<file path="src/rtl/uncached_req_ctrl.sv">
// Uncached/write-through request feeder: packs MEM-stage loads and stores into FIFO lines,
// posts stores, blocks loads until their response line returns, and tracks in-flight entries.
// Optional response label check enabled by defining UNCACHED_LABEL_CHECK_EN.
module uncached_req_ctrl #(
  parameter int unsigned DATA_WIDTH   = 32,
  parameter int unsigned PHYS_WIDTH   = 32,
  parameter int unsigned MAX_INFLIGHT = 10,
  parameter int unsigned CNT_WIDTH    = 4,
  localparam int unsigned BE_W        = DATA_WIDTH / 8,
  localparam int unsigned OFF_W       = $clog2(BE_W),
  localparam int unsigned LABEL_W     = PHYS_WIDTH - OFF_W,
  localparam int unsigned LINE_W      = 1 + BE_W + LABEL_W + DATA_WIDTH
) (
  input  logic                  clk,
  input  logic                  rst,
  input  logic                  req_valid,
  input  logic                  req_we,
  input  logic [BE_W-1:0]       req_be,
  input  logic [PHYS_WIDTH-1:0] req_addr,
  input  logic [DATA_WIDTH-1:0] req_wdata,
  output logic                  req_stall,
  output logic [DATA_WIDTH-1:0] rdata,
  output logic                  rdata_vld,
  output logic [LINE_W-1:0]     pline,
  output logic                  push,
  input  logic                  full,
  input  logic [LINE_W-1:0]     rline,
  input  logic                  rline_vld,
`ifdef UNCACHED_LABEL_CHECK_EN
  output logic                  resp_err,
`endif
  output logic                  idle
);

  localparam int unsigned TypeBit = LINE_W - 1;
  localparam int unsigned LabelLo = DATA_WIDTH;
  localparam int unsigned BeLo    = DATA_WIDTH + LABEL_W;

  typedef enum logic [1:0] {
    StIdle,
    StWaitResp,
    StDone
  } state_e;

  state_e                  state_q, state_d;
  logic [CNT_WIDTH-1:0]    inflight_q, inflight_d;
  logic [DATA_WIDTH-1:0]   rdata_q, rdata_d;
  logic                    can_push;
  logic                    push_raw;
  logic                    stall_raw;
  logic                    dec;
  logic [LABEL_W-1:0]      req_label;
  logic                    rline_is_load;

  assign req_label     = req_addr[PHYS_WIDTH-1:OFF_W];
  assign rline_is_load = rline[TypeBit];

  // Loads always request the full word and carry no data.
  always_comb begin
    if (req_we) begin
      pline = {1'b0, req_be, req_label, req_wdata};
    end else begin
      pline = {1'b1, {BE_W{1'b1}}, req_label, {DATA_WIDTH{1'b0}}};
    end
  end

  assign can_push = ~full && (inflight_q < CNT_WIDTH'(MAX_INFLIGHT));

  always_comb begin
    state_d   = state_q;
    rdata_d   = rdata_q;
    push_raw  = 1'b0;
    stall_raw = 1'b0;
    unique case (state_q)
      StIdle: begin
        if (req_valid) begin
          push_raw = can_push;
          if (req_we) begin
            stall_raw = ~can_push;
          end else begin
            stall_raw = 1'b1;
            if (can_push) begin
              state_d = StWaitResp;
            end
          end
        end
      end
      StWaitResp: begin
        stall_raw = 1'b1;
        // Store completions only retire counter entries; only a load line ends the wait.
        if (rline_vld && rline_is_load) begin
          rdata_d = rline[DATA_WIDTH-1:0];
          state_d = StDone;
        end
      end
      StDone: begin
        state_d = StIdle;
      end
      default: begin
        state_d = StIdle;
      end
    endcase
  end

  // During reset the pipeline is held and nothing may reach the FIFO.
  assign push      = rst & push_raw;
  assign req_stall = ~rst | stall_raw;
  assign rdata     = rdata_q;
  assign rdata_vld = (state_q == StDone);
  assign idle      = (inflight_q == '0) && (state_q == StIdle);

  // A stray completion with nothing in flight saturates at zero.
  assign dec = rline_vld && (inflight_q != '0);

  always_comb begin
    inflight_d = inflight_q;
    unique case ({push, dec})
      2'b10:   inflight_d = inflight_q + CNT_WIDTH'(1);
      2'b01:   inflight_d = inflight_q - CNT_WIDTH'(1);
      default: inflight_d = inflight_q;
    endcase
  end

  always_ff @(posedge clk or negedge rst) begin
    if (!rst) begin
      state_q    <= StIdle;
      inflight_q <= '0;
      rdata_q    <= '0;
    end else begin
      state_q    <= state_d;
      inflight_q <= inflight_d;
      rdata_q    <= rdata_d;
    end
  end

  underflow_chk: assert property (@(posedge clk) disable iff (!rst)
    !(rline_vld && (inflight_q == '0)));

`ifdef UNCACHED_LABEL_CHECK_EN
  logic [LABEL_W-1:0] pend_label_q;
  logic               resp_err_q;
  logic               load_push;
  logic               label_bad;
  logic               unused_bits;

  assign load_push = (state_q == StIdle) && req_valid && !req_we && push;
  assign label_bad = (state_q == StWaitResp) && rline_vld && rline_is_load &&
                     (rline[LabelLo +: LABEL_W] != pend_label_q);

  // The error register lines up with the StDone cycle that delivers the data.
  always_ff @(posedge clk or negedge rst) begin
    if (!rst) begin
      pend_label_q <= '0;
      resp_err_q   <= 1'b0;
    end else begin
      if (load_push) begin
        pend_label_q <= req_label;
      end
      resp_err_q <= label_bad;
    end
  end

  assign resp_err    = resp_err_q;
  assign unused_bits = ^{rline[BeLo +: BE_W], req_addr[OFF_W-1:0]};
`else
  logic unused_bits;
  assign unused_bits = ^{rline[BeLo +: BE_W], rline[LabelLo +: LABEL_W], req_addr[OFF_W-1:0]};
`endif

endmodule
</file>
<file path="config.mk">
export PLATFORM = sky130hd
export DESIGN_NAME = uncached_req_ctrl
export DESIGN_NICKNAME = d
export VERILOG_FILES = /design/src/rtl/uncached_req_ctrl.sv
export SDC_FILE = /design/constraint.sdc
export NUM_CORES = 1
export LEC_CHECK = 0
export CORE_AREA = 2 2 94 96
export DETAILED_ROUTE_END_ITERATION = 7
export DIE_AREA = 0 0 96 98
export GPL_ROUTABILITY_DRIVEN = 0
export PLACE_DENSITY_LB_ADDON = 0.05
export SLEW_MARGIN = 0
export SYNTH_ARGS = -nofsm -noshare
export SYNTH_HDL_FRONTEND = slang
export SYNTH_SLANG_ARGS = --single-unit
</file>
<file path="constraint.sdc">
create_clock -name clk -period 6.38 [get_ports clk]
set_clock_uncertainty 0.2 [all_clocks]
set_input_delay 1.914 -clock clk [delete_from_list [all_inputs] [get_ports clk]]
set_output_delay 1.914 -clock clk [all_outputs]
set_load 0.005 [all_outputs]
</file>
After elaboration in Yosys (flattened, before gate mapping):

Index checks and enable logic that the tools add are counted.

* multiplexer cells: 12
* reductions and logical operators: 10
* equal/unequal tests: 8
* order comparisons: 1
* add/sub/neg operators: 2
* bitwise operators: 5

Operators by type and width (number)
* $mux W67: 1
* $mux W2: 4
* $ne A2 B2 Y1 const B: 4
* $pmux W4 S2: 1
* $add A4 B1 Y4 const B: 1
* $eq A2 B1 Y1 const B: 2
* $eq A2 B2 Y1 const B: 2
* $logic_and A1 B1 Y1: 4
* $logic_not A4 Y1: 1
* $lt A4 B4 Y1 const B: 1
* $mux W1: 4
* $pmux W2 S2: 1
* $reduce_and A4 Y1: 1
* $reduce_bool A4 Y1: 1
* $sub A4 B1 Y4 const B: 1
* $not A1 Y1: 3
* $logic_not A2 Y1: 1
* $pmux W1 S2: 1
* $reduce_and A2 Y1: 1
* $reduce_bool A2 Y1: 1
* $and A1 B1 Y1: 1
* $or A1 B1 Y1: 1

* register bits after elaboration: 38
* output and inout port bits: 103
* bits of input ports: 141

Depth between registers and ports, before layout:

Gate-level depths: netlist of run 1.

* depth in word-level cells: 7
* gate-level depth with buffers: 8
* depth with buffers taken out: 8

Least setup slack after synthesis of run 1:

Ideal clock, no wire load.

* path type: in2out
* start point: input port req_we
* end point: output port pline[10]
* arrival time: 2.517 ns
* stages on the path: 3
* path slack: 1.749 ns
* buffers on the path: 2
* data required time: 4.266 ns
* cell sequence: clkbuf_1 -> clkbuf_1 -> and2_1

* word-level cells in the longest chain between the ends: 1

Ends and longest elaborated chain
* start: declaration: line 17 `input logic req_we,`
* $mux W67: line 60 `if (req_we) begin`
* end: declaration: line 24 `output logic [LINE_W-1:0] pline,`

Every way passes these cells.

Final worst setup path of run 1:

* start point: input port req_we
* end point: output port pline[24]

Same word-level chain as after synthesis.

==> out/metrics.yaml, run 1 <==
synth:
  synthDistinctLibCells: 35
  synth.largest_area_cell: "dfrtp_1"
  ys_ff_latch: 38
  synth_top_cell_area_share_pct: 42.3
  yosysMostFrequentCell: "dfrtp_1"
  synthTopCellsByArea: "dfrtp_1, mux2_4, buf_4"
  syn_area_mm2: 0.00225
  ys_warn_count: 0
  yosysSeqAreaShare_pct: 42.3
  synth_commonest_cells: "dfrtp_1, and2_1, buf_4, mux2_4, inv_1"
  synth_cells: 188
  ys_async_sr_fraction_pct: 100
  synth_flop_cell: "dfrtp_1"
  synth_edf_count: 0
  syn_nets: 333
  syn_avg_cell_area_um2: 12.0
detailed_routing:
  route.detailed.drc: 0
  vias_per_cell: 4.21
  routed_wl_um: 6460
  drtPass1Iterations: 4
  vias: 1747
  ant_nets: 0
  dr.first_iter.drc_count: 26
  wl_per_cell_um: 15.6
status:
  status: "finished, final reports clean"
hold_path:
  hold_class: "register to register"
timing:
  rsz0062_at_grt: "false"
  period_minus_slack_ns: 5.68
  setup_ws_ns: 0.704
  worst_pin_slew_ns: 0.665
  slew_viol_final: 0
  finalSetupTns_ns: 0
  fin_hold_ws_ns: 0.310
  setup_viol: 0
  max-slew-margin-rel_pct: 55.7
  max_freq_mhz: 176
  period_share_pct: 89.0
  hold_viol_final: 0
pwr:
  p_sw_uw: 340
  p_seq_share_pct: 34.0
  power_density_mw_per_mm2: 344
  p_sw_share_pct: 26.6
  pwr-share-clk_pct: 19.3
  comb_power_share_pct: 46.8
  ir_drop_uv: 168
  p_int_uw: 940
  finalPower_mw: 1.28
  p_leak_nw: 1.62
final_layout:
  final_cells: 415
  finalCoreUtilization_pct: 44.0
  finalInstanceArea_mm2: 0.00372
  final_nets: 451
  syn2layout_area_growth_pct: 65.7
  regArea_um2: 951
  fillerInstances: 814
  antennaDiodeCount: 0
  multiInputGateArea_um2: 996
  layout-drive-gt1-share_pct: 14.7
clock_tree:
  clk_pin_slew_ns: 0.08
  clock-sinks: 38
  clk-insertion-delay-late_ns: 0.28
  post_cts_buffers: 0
  cts_resized: 0
  cts.path.max_buffers: 2
  cts_tree: "yes"
  cts-buffers-inserted: 5
  root_buffer: "clkbuf_8"
  cts_max_level: 2
  holdBufCountCts: 0
placement:
  port_buffers: 147
  dp_slack_ns: 0.679
  hpwl_um: 5030
  dp_cells: 407
  dpl-instance-area_mm2: 0.00359
global_route:
  grt_max_degree: 39
  grt_overflow: 0
  antenna_found_initial: 0
  grt_pass1_wl_um: 9790
  grt_pass1_vias: 1750
  track_usage_pct: 13.7
floorplanning:
  initial_utilization_pct: 26.5
  io_pins: 244
  core_mm2: 0.00847
  fp.dieH_um: 98
  dieArea_mm2: 0.00941
  row_count: 34
  die_x_um: 96
worst_setup_path:
  required_ns: 4.27
  cp_num_buf_inv: 3
  critPathKind: "input pin to output pin"
  cp_max_fo: 27
  max_stage_delay_ns: 0.66
  crit_slowest_cell: "clkdlybuf4s50_1"
  end_kind: "output pin"
  worstPathArrival_ns: 3.56
  crit_chain: "clkdlybuf4s50_1 > buf_4 > and2_1 > clkdlybuf4s50_1"
  cp_top_family: "buffers and inverters"
  crit_top_cell: "clkdlybuf4s50_1"
  start_kind: "input pin"
flow_run:
  cap_violations: 0
==> layout make-up <==
class | count | share of cell area (%)
sequential | 38 | 25.5
inverter | 6 | 0.605
multi-input combinational | 106 | 26.7
tap | 108 | 3.63
clock inverter | 3 | 1.85
timing repair buffer | 149 | 39.8
clock buffer | 5 | 1.85
==> cell usage in the layout, fill, tap and decap left out, types with 2 or more instances in the layout <==
cell type	Yosys	final
a21oi_1	2	2
and2_1	33	33
buf_4	30	2
bufinv_16	0	2
clkbuf_8	0	5
clkdlybuf4s50_1	0	146
dfrtp_1	38	38
ha_1	3	3
inv_1	6	6
mux2_2	4	4
mux2_4	29	29
nand2_1	2	2
nand2b_1	4	4
nand3_1	2	2
nor2_1	3	3
nor3_1	2	2
nor3b_1	3	3
==> state kept, by name, summed over array words and instances, names as in the netlist <==
signal / flops
inflight_q: 4
rdata: 32
state_q: 2
==> kinds of logic (layout without fill, tap and decap cells) <==
group	count (synthesis)	after routing	share of synthesized area [%]
DFF	38	38	42.3
buffers and inverters	44	163	13.4
AOI/OAI and AO/OA	9	9	3.01
xor gates and xnor gates	2	2	0.780
and+or+nand+nor	57	57	16.1
muxes	34	34	21.8
adders and majority gates	4	4	2.56
==> routing by layer <==
layer	vias up	GRT usage, %	wire, um
li1	835	-	-
met1	818	15.5	2470
met2	73	24.4	3450
met3	21	3.70	395
met4	0	4.73	145
met5	-	0	0
==> worst reg2reg max path: stages (launching register included) <==
cell	delay [ns]
dfrtp_1	0.44
or4_1	0.53
and2_1	0.18
ha_1	0.28
ha_1	0.38
or4b_1	0.50
o311ai_0	0.11
o211ai_1	0.13
==> power groups by stage <==
stage                     Sequential (mW)  Clock (mW)  Combinational (mW)
final                               0.435       0.247               0.598
after global routing                0.455       0.268               0.647
after CTS                           0.436       0.259               0.609
after detailed placement            0.436           0               0.608
after global placement              0.439           0               0.600
after floorplan                     0.437           0               0.285
==> path summary, 6_finish.rpt <==
check,from,depth (start not counted),slack (ns),endpoint
setup / recovery,req_we,4,0.70,pline[24]
hold / removal,rdata[9]$_DFFE_PN0P_,1,0.31,rdata[9]$_DFFE_PN0P_
setup reg to reg,inflight_q[0]$_DFFE_PN0P_,7,3.50,inflight_q[3]$_DFFE_PN0P_
hold reg to reg,rdata[9]$_DFFE_PN0P_,1,0.31,rdata[9]$_DFFE_PN0P_
max in group asynchronous,rst,2,4.09,rdata[30]$_DFFE_PN0P_
min in group asynchronous,rst,1,1.21,state_q[1]$_DFFE_PN0P_
Note: power is estimated with default switching activity, not from simulation.
==> run 2, diff against run 1 <==
--- a/config.mk
+++ b/config.mk
@@ -10,6 +10,8 @@
 export DIE_AREA = 0 0 96 98
 export GPL_ROUTABILITY_DRIVEN = 0
 export PLACE_DENSITY_LB_ADDON = 0.05
+export RECOVER_POWER = 25
+export REMOVE_ABC_BUFFERS = 1
 export SLEW_MARGIN = 0
 export SYNTH_ARGS = -nofsm -noshare
 export SYNTH_HDL_FRONTEND = slang
==> out/metrics.yaml, run 2 (synthesis results as in run 1) <==
status:
  status: "complete, but fails checks"
  violations: "capacitance limit, slew limit"
global_route:
  grt_max_degree: 37  # -5.1%
  grt_pass1_vias: 1832  # +4.7%
  grt_pass1_wl_um: 10200  # +3.9%
  track_usage_pct: 14.6  # +0.85 points
  grt_overflow: 0  # unchanged
  antenna_found_initial: 1  # +1
worst_setup_path:
  reg2reg_to: "rdata[4]$_DFFE_PN0P_"
  critPathLaunch: "req_we"
  rr_worst_depth: 3  # -4
  start_kind: "input pin"
  required_ns: 4.27  # about the same
  cp_max_fo: 18  # -33%
  worstPathArrival_ns: 3.51  # -0.05 ns
  r2r_start: "state_q[1]$_DFFE_PN0P_"
  crit_top_cell: "clkdlybuf4s50_1"
  end_kind: "output pin"
  crit_slowest_cell: "clkdlybuf4s50_1"
  critPathKind: "input pin to output pin"
  rrSetupSlack_ns: 3.07  # -0.43 ns
  worstSetupEndpoint: "req_stall"
  max_stage_delay_ns: 0.48  # -0.18 ns
  crit_chain: "clkdlybuf4s50_1 > buf_4 > inv_1 > nor4_1 > o31ai_1 > clkdlybuf4s50_1"
pwr:
  p_seq_share_pct: 36.0  # +2.0 points
  p_leak_nw: 1.60  # -1.3%
  power_density_mw_per_mm2: 328  # -4.7%
  comb_power_share_pct: 49.4  # +2.6 points
  p_sw_uw: 334  # -1.8%
  p_sw_share_pct: 27.8  # +1.2 points
  pwr-share-clk_pct: 14.6  # -4.7 points
  p_int_uw: 869  # -7.5%
  ir_drop_uv: 142  # -15%
timing:
  hold_viol_final: 0  # unchanged
  worst_pin_slew_ns: 2.16  # +1.49 ns
  finalSetupTns_ns: 0  # unchanged
  period_share_pct: 88.1  # -0.89 points
  max-slew-margin-rel_pct: -44.1  # -100 points
  period_minus_slack_ns: 5.62  # -0.0565 ns
  rsz0062_at_grt: "false"
  setup_viol: 0  # unchanged
  slew_viol_final: 71  # +71
  setup_ws_ns: 0.761  # +0.0565 ns
  max_freq_mhz: 178  # +1.0%
floorplanning:
  dieArea_mm2: 0.00941  # unchanged
  core_mm2: 0.00847  # unchanged
  fp.dieH_um: 98  # unchanged
  die_x_um: 96  # unchanged
  row_count: 34  # unchanged
  io_pins: 244  # unchanged
  initial_utilization_pct: 26.5  # unchanged
detailed_routing:
  routed_wl_um: 7090  # +9.8%
  wl_per_cell_um: 17.0  # +9.5%
  route.detailed.drc: 0  # unchanged
  vias: 1771  # +1.4%
  ant_nets: 0  # unchanged
  dr.first_iter.drc_count: 88  # +240%
  vias_per_cell: 4.26  # +1.1%
  drtPass1Iterations: 4  # unchanged
flow_run:
  cap_violations: 2  # +2
clock_tree:
  post_cts_buffers: 0  # unchanged
  clk_pin_slew_ns: 0.08  # about the same
  root_buffer: "clkbuf_8"
  cts_tree: "yes"
  cts-buffers-inserted: 5  # unchanged
  clk-insertion-delay-late_ns: 0.29  # about the same
  cts_max_level: 2  # unchanged
  clock-sinks: 38  # unchanged
  cts.path.max_buffers: 2  # unchanged
  cts_resized: 0  # unchanged
  holdBufCountCts: 0  # unchanged
placement:
  dp_slack_ns: 0.750  # +0.0719 ns
  port_buffers: 147  # unchanged
  dpl-instance-area_mm2: 0.00359  # +0.21%
  hpwl_um: 5530  # +10%
final_layout:
  largest_reg_flops: 32  # unchanged
  finalInstanceArea_mm2: 0.00367  # -1.4%
  final_nets: 452  # +0.22%
  layout_commonest_cell: "clkdlybuf4s50_1"
  layout_common_cells: "clkdlybuf4s50_1, dfrtp_1, and2_1, mux2_4"
  antennaDiodeCount: 0  # unchanged
  syn2layout_area_growth_pct: 63.4
  layout-drive-gt1-share_pct: 14.0  # -0.70 points
hold_path:
  hold_class: "register to register"
==> run 2: cell count changes in the layout (fill, tap and decap cells not counted), sizes merged <==
cell           change
clkinvlp           +1
bufinv             -2
clkbuf             +3
buf                -1
dlygate4sd3        +4
clkdlybuf4s50      -4
==> run 2: final cells by class <==
class | count | area [um^2]
tap | 108 | 135
inverter | 6 | 22.5
multi-input combinational | 106 | 983
timing repair buffer | 150 | 1480
sequential | 38 | 951
fill | 799 | 4790
clock inverter | 2 | 12.5
clock buffer | 6 | 82.6
==> run 2: worst min path at each step <==
stage,from,to,slack [ns],depth (start not counted)
6_report,rdata[16]$_DFFE_PN0P_,rdata[16]$_DFFE_PN0P_,0.31,1
5_1_grt,rdata[6]$_DFFE_PN0P_,rdata[6]$_DFFE_PN0P_,0.33,1
4_1_cts,rdata[16]$_DFFE_PN0P_,rdata[16]$_DFFE_PN0P_,0.32,1
3_5_place_dp,rdata[17]$_DFFE_PN0P_,rdata[17]$_DFFE_PN0P_,0.29,1
3_3_place_gp,rdata[24]$_DFFE_PN0P_,rdata[24]$_DFFE_PN0P_,0.29,1
2_1_floorplan,inflight_q[2]$_DFFE_PN0P_,inflight_q[2]$_DFFE_PN0P_,0.29,2
==> run 2: per-layer routing <==
| metal | global-route usage [%] | part of all wire [%] | vias to the layer above |
|---|---|---|---|
| li1 | - | - | 832 |
| met3 | 9.72 | 15 | 6 |
| met1 | 19.4 | 44 | 814 |
| met5 | 2.78 | 0.14 | - |
| met2 | 19.1 | 40 | 117 |
| met4 | 3.63 | 0.69 | 2 |
==> run 2: per-stage QoR <==
step                      hold slack [ns]  cells  power [mW]  utilization [%]
after floorplan                     0.292    150       0.702                -
after detailed placement            0.294    408        1.04             42.4
after CTS                           0.316    416        1.23             43.6
final                               0.311    416        1.20             43.4
after global placement              0.288    408        1.04             42.4
after global routing                0.328    416        1.30             43.4
==> run 2: power groups by stage <==
stage | registers, mW | clock network, mW | logic (mW)
after floorplan | 0.437 | 0 | 0.265
final | 0.433 | 0.176 | 0.594
after global routing | 0.451 | 0.198 | 0.649
after global placement | 0.438 | 0 | 0.601
after CTS | 0.435 | 0.186 | 0.608
after detailed placement | 0.435 | 0 | 0.604
==> run 2: critical path: cells and delay by family <==
family          cells  cell delay [ns]
simple gates        1             0.25
buf+inv             4             1.23
compound gates      1             0.10
==> run 3, diff against run 2 <==
--- a/config.mk
+++ b/config.mk
@@ -11,7 +11,6 @@
 export GPL_ROUTABILITY_DRIVEN = 0
 export PLACE_DENSITY_LB_ADDON = 0.05
 export RECOVER_POWER = 25
-export REMOVE_ABC_BUFFERS = 1
 export SLEW_MARGIN = 0
 export SYNTH_ARGS = -nofsm -noshare
 export SYNTH_HDL_FRONTEND = slang
==> out/metrics.yaml, run 3 (synthesis results as in run 1) <==
status:
  status: "complete, but fails checks"
  violations: "capacitance limit, slew limit"
detailed_routing:
  top_layer_used: "met4"
  ant_nets: 0  # unchanged
  vias: 1745  # -1.5%
  wl_met3_um: 395  # -63%
  vias_per_cell: 4.20  # -1.2%
  drtPass1Iterations: 4  # unchanged
  dr.first_iter.drc_count: 26  # -70%
  routed_wl_um: 6460  # -8.9%
  dr_wl_met2_um: 3450  # +22%
  route.detailed.drc: 0  # unchanged
  wl_per_cell_um: 15.6  # -8.7%
  wl_met1_um: 2470  # -22%
floorplanning:
  initial_utilization_pct: 26.5  # unchanged
  row_count: 34  # unchanged
  core_mm2: 0.00847  # unchanged
  die_x_um: 96  # unchanged
  io_pins: 244  # unchanged
  fp.dieH_um: 98  # unchanged
  dieArea_mm2: 0.00941  # unchanged
pwr:
  ir_drop_uv: 168  # +19%
  power_density_mw_per_mm2: 344  # +4.9%
  p_leak_nw: 1.62  # +1.3%
global_route:
  grt_pass1_vias: 1750  # -4.5%
  grt_overflow: 0  # unchanged
  grt_max_degree: 39  # +5.4%
  track_usage_pct: 13.7  # -0.85 points
  grt_pass1_wl_um: 9790  # -3.8%
  antenna_found_initial: 0  # -1
timing:
  worst_pin_slew_ns: 2.19  # +0.0366 ns
  max_freq_mhz: 176  # -1.0%
  period_share_pct: 89.0  # +0.89 points
  slew_viol_final: 34  # -52%
  rsz0062_at_grt: "false"
  finalSetupTns_ns: 0  # unchanged
  setup_viol: 0  # unchanged
  setup_ws_ns: 0.704  # -0.0565 ns
  max-slew-margin-rel_pct: -46.5  # -2.4 points
  period_minus_slack_ns: 5.68  # +0.0565 ns
  hold_viol_final: 0  # unchanged
worst_setup_path:
  rr_worst_depth: 3  # unchanged
  critPathLaunch: "req_we"
  r2r_start: "state_q[1]$_DFFE_PN0P_"
  critPathKind: "input pin to output pin"
  cp_max_fo: 27  # +9
  start_kind: "input pin"
  worstSetupEndpoint: "pline[24]"
  worstPathArrival_ns: 3.56  # +0.05 ns
  rrSetupSlack_ns: 3.07  # about the same
  required_ns: 4.27  # about the same
  end_kind: "output pin"
  reg2reg_to: "rdata[25]$_DFFE_PN0P_"
final_layout:
  syn2layout_area_growth_pct: 65.1
  regArea_um2: 951  # unchanged
  finalInstanceArea_mm2: 0.00371  # +1.1%
  fillerInstances: 817  # +2.3%
  final_nets: 451  # -0.22%
  largest_reg_flops: 32  # unchanged
  layout_commonest_cell: "clkdlybuf4s50_1"
  multiInputGateArea_um2: 983  # unchanged
  layout-drive-gt1-share_pct: 14.0  # +0.045 points
  layout_common_cells: "clkdlybuf4s50_1, dfrtp_1, and2_1, mux2_4, inv_1"
  antennaDiodeCount: 0  # unchanged
clock_tree:
  clock-sinks: 38  # unchanged
  cts_max_level: 2  # unchanged
  cts_tree: "yes"
  clk_pin_slew_ns: 0.08  # about the same
  clk-insertion-delay-late_ns: 0.28  # about the same
  cts.path.max_buffers: 2  # unchanged
  root_buffer: "clkbuf_8"
  post_cts_buffers: 0  # unchanged
  cts_resized: 0  # unchanged
  holdBufCountCts: 0  # unchanged
  cts-buffers-inserted: 5  # unchanged
hold_path:
  hold_class: "register to register"
  holdPathStages: 1  # unchanged
placement:
  dp_slack_ns: 0.679  # -0.0719 ns
  port_buffers: 147  # unchanged
  hpwl_um: 5030  # -9.1%
  dpl-instance-area_mm2: 0.00359  # -0.21%
flow_run:
  cap_violations: 1  # -1
==> run 3: cell types whose count changed in the layout (fill, tap and decap cells not counted) <==
cell | before | now
bufinv_16 | 0 | 2
clkbuf_1 | 2 | 1
clkbuf_8 | 6 | 5
clkdlybuf4s50_1 | 142 | 141
clkinv_2 | 1 | 0
clkinv_4 | 0 | 1
clkinvlp_4 | 1 | 0
dlygate4sd3_1 | 4 | 5
==> run 3: worst max-delay path, cell delays in order <==
cell,delay [ns]
clkdlybuf4s50_1,0.66
buf_4,0.31
and2_1,0.16
clkdlybuf4s50_1,0.52
==> run 3: area by class of cell <==
cell class	instances	area share, %
clock buffer	5	1.85
clock inverter	3	1.85
inverter	6	0.607
multi-input combinational	106	26.5
sequential	38	25.6
tap	108	3.64
timing repair buffer	149	39.9
==> run 3: worst min path at each step <==
| stage | from | end | slack [ns] |
|---|---|---|---|
| after CTS | rdata[9]$_DFFE_PN0P_ | rdata[9]$_DFFE_PN0P_ | 0.31 |
| after global placement | rdata[26]$_DFFE_PN0P_ | rdata[26]$_DFFE_PN0P_ | 0.29 |
| after global routing | rdata[9]$_DFFE_PN0P_ | rdata[9]$_DFFE_PN0P_ | 0.33 |
| final | rdata[9]$_DFFE_PN0P_ | rdata[9]$_DFFE_PN0P_ | 0.30 |
| after floorplan | inflight_q[2]$_DFFE_PN0P_ | inflight_q[2]$_DFFE_PN0P_ | 0.29 |
| after detailed placement | rdata[9]$_DFFE_PN0P_ | rdata[9]$_DFFE_PN0P_ | 0.29 |
==> run 3: power breakdown <==
part	switching, mW	total (mW)	internal, mW
registers	0.0757	0.434	0.358
clock network	0.0898	0.246	0.157
logic	0.172	0.595	0.423
total	0.338	1.28	0.938
==> run 3: stage by stage <==
step / utilization [%] / hold WS (ns) / instances / power (mW)
after floorplan: - / 0.292 / 188 / 0.722
after global placement: 42.4 / 0.291 / 407 / 1.04
after detailed placement: 42.4 / 0.290 / 407 / 1.04
after CTS: 44.0 / 0.315 / 415 / 1.30
after global routing: 43.8 / 0.328 / 415 / 1.37
final: 43.8 / 0.305 / 415 / 1.28
==> run 3: routing by layer <==
layer | global-route usage (%) | vias up
met2 | 24.4 | 73
met5 | 0 | -
met4 | 4.73 | 0
met1 | 15.5 | 818
met3 | 3.70 | 21
li1 | - | 833
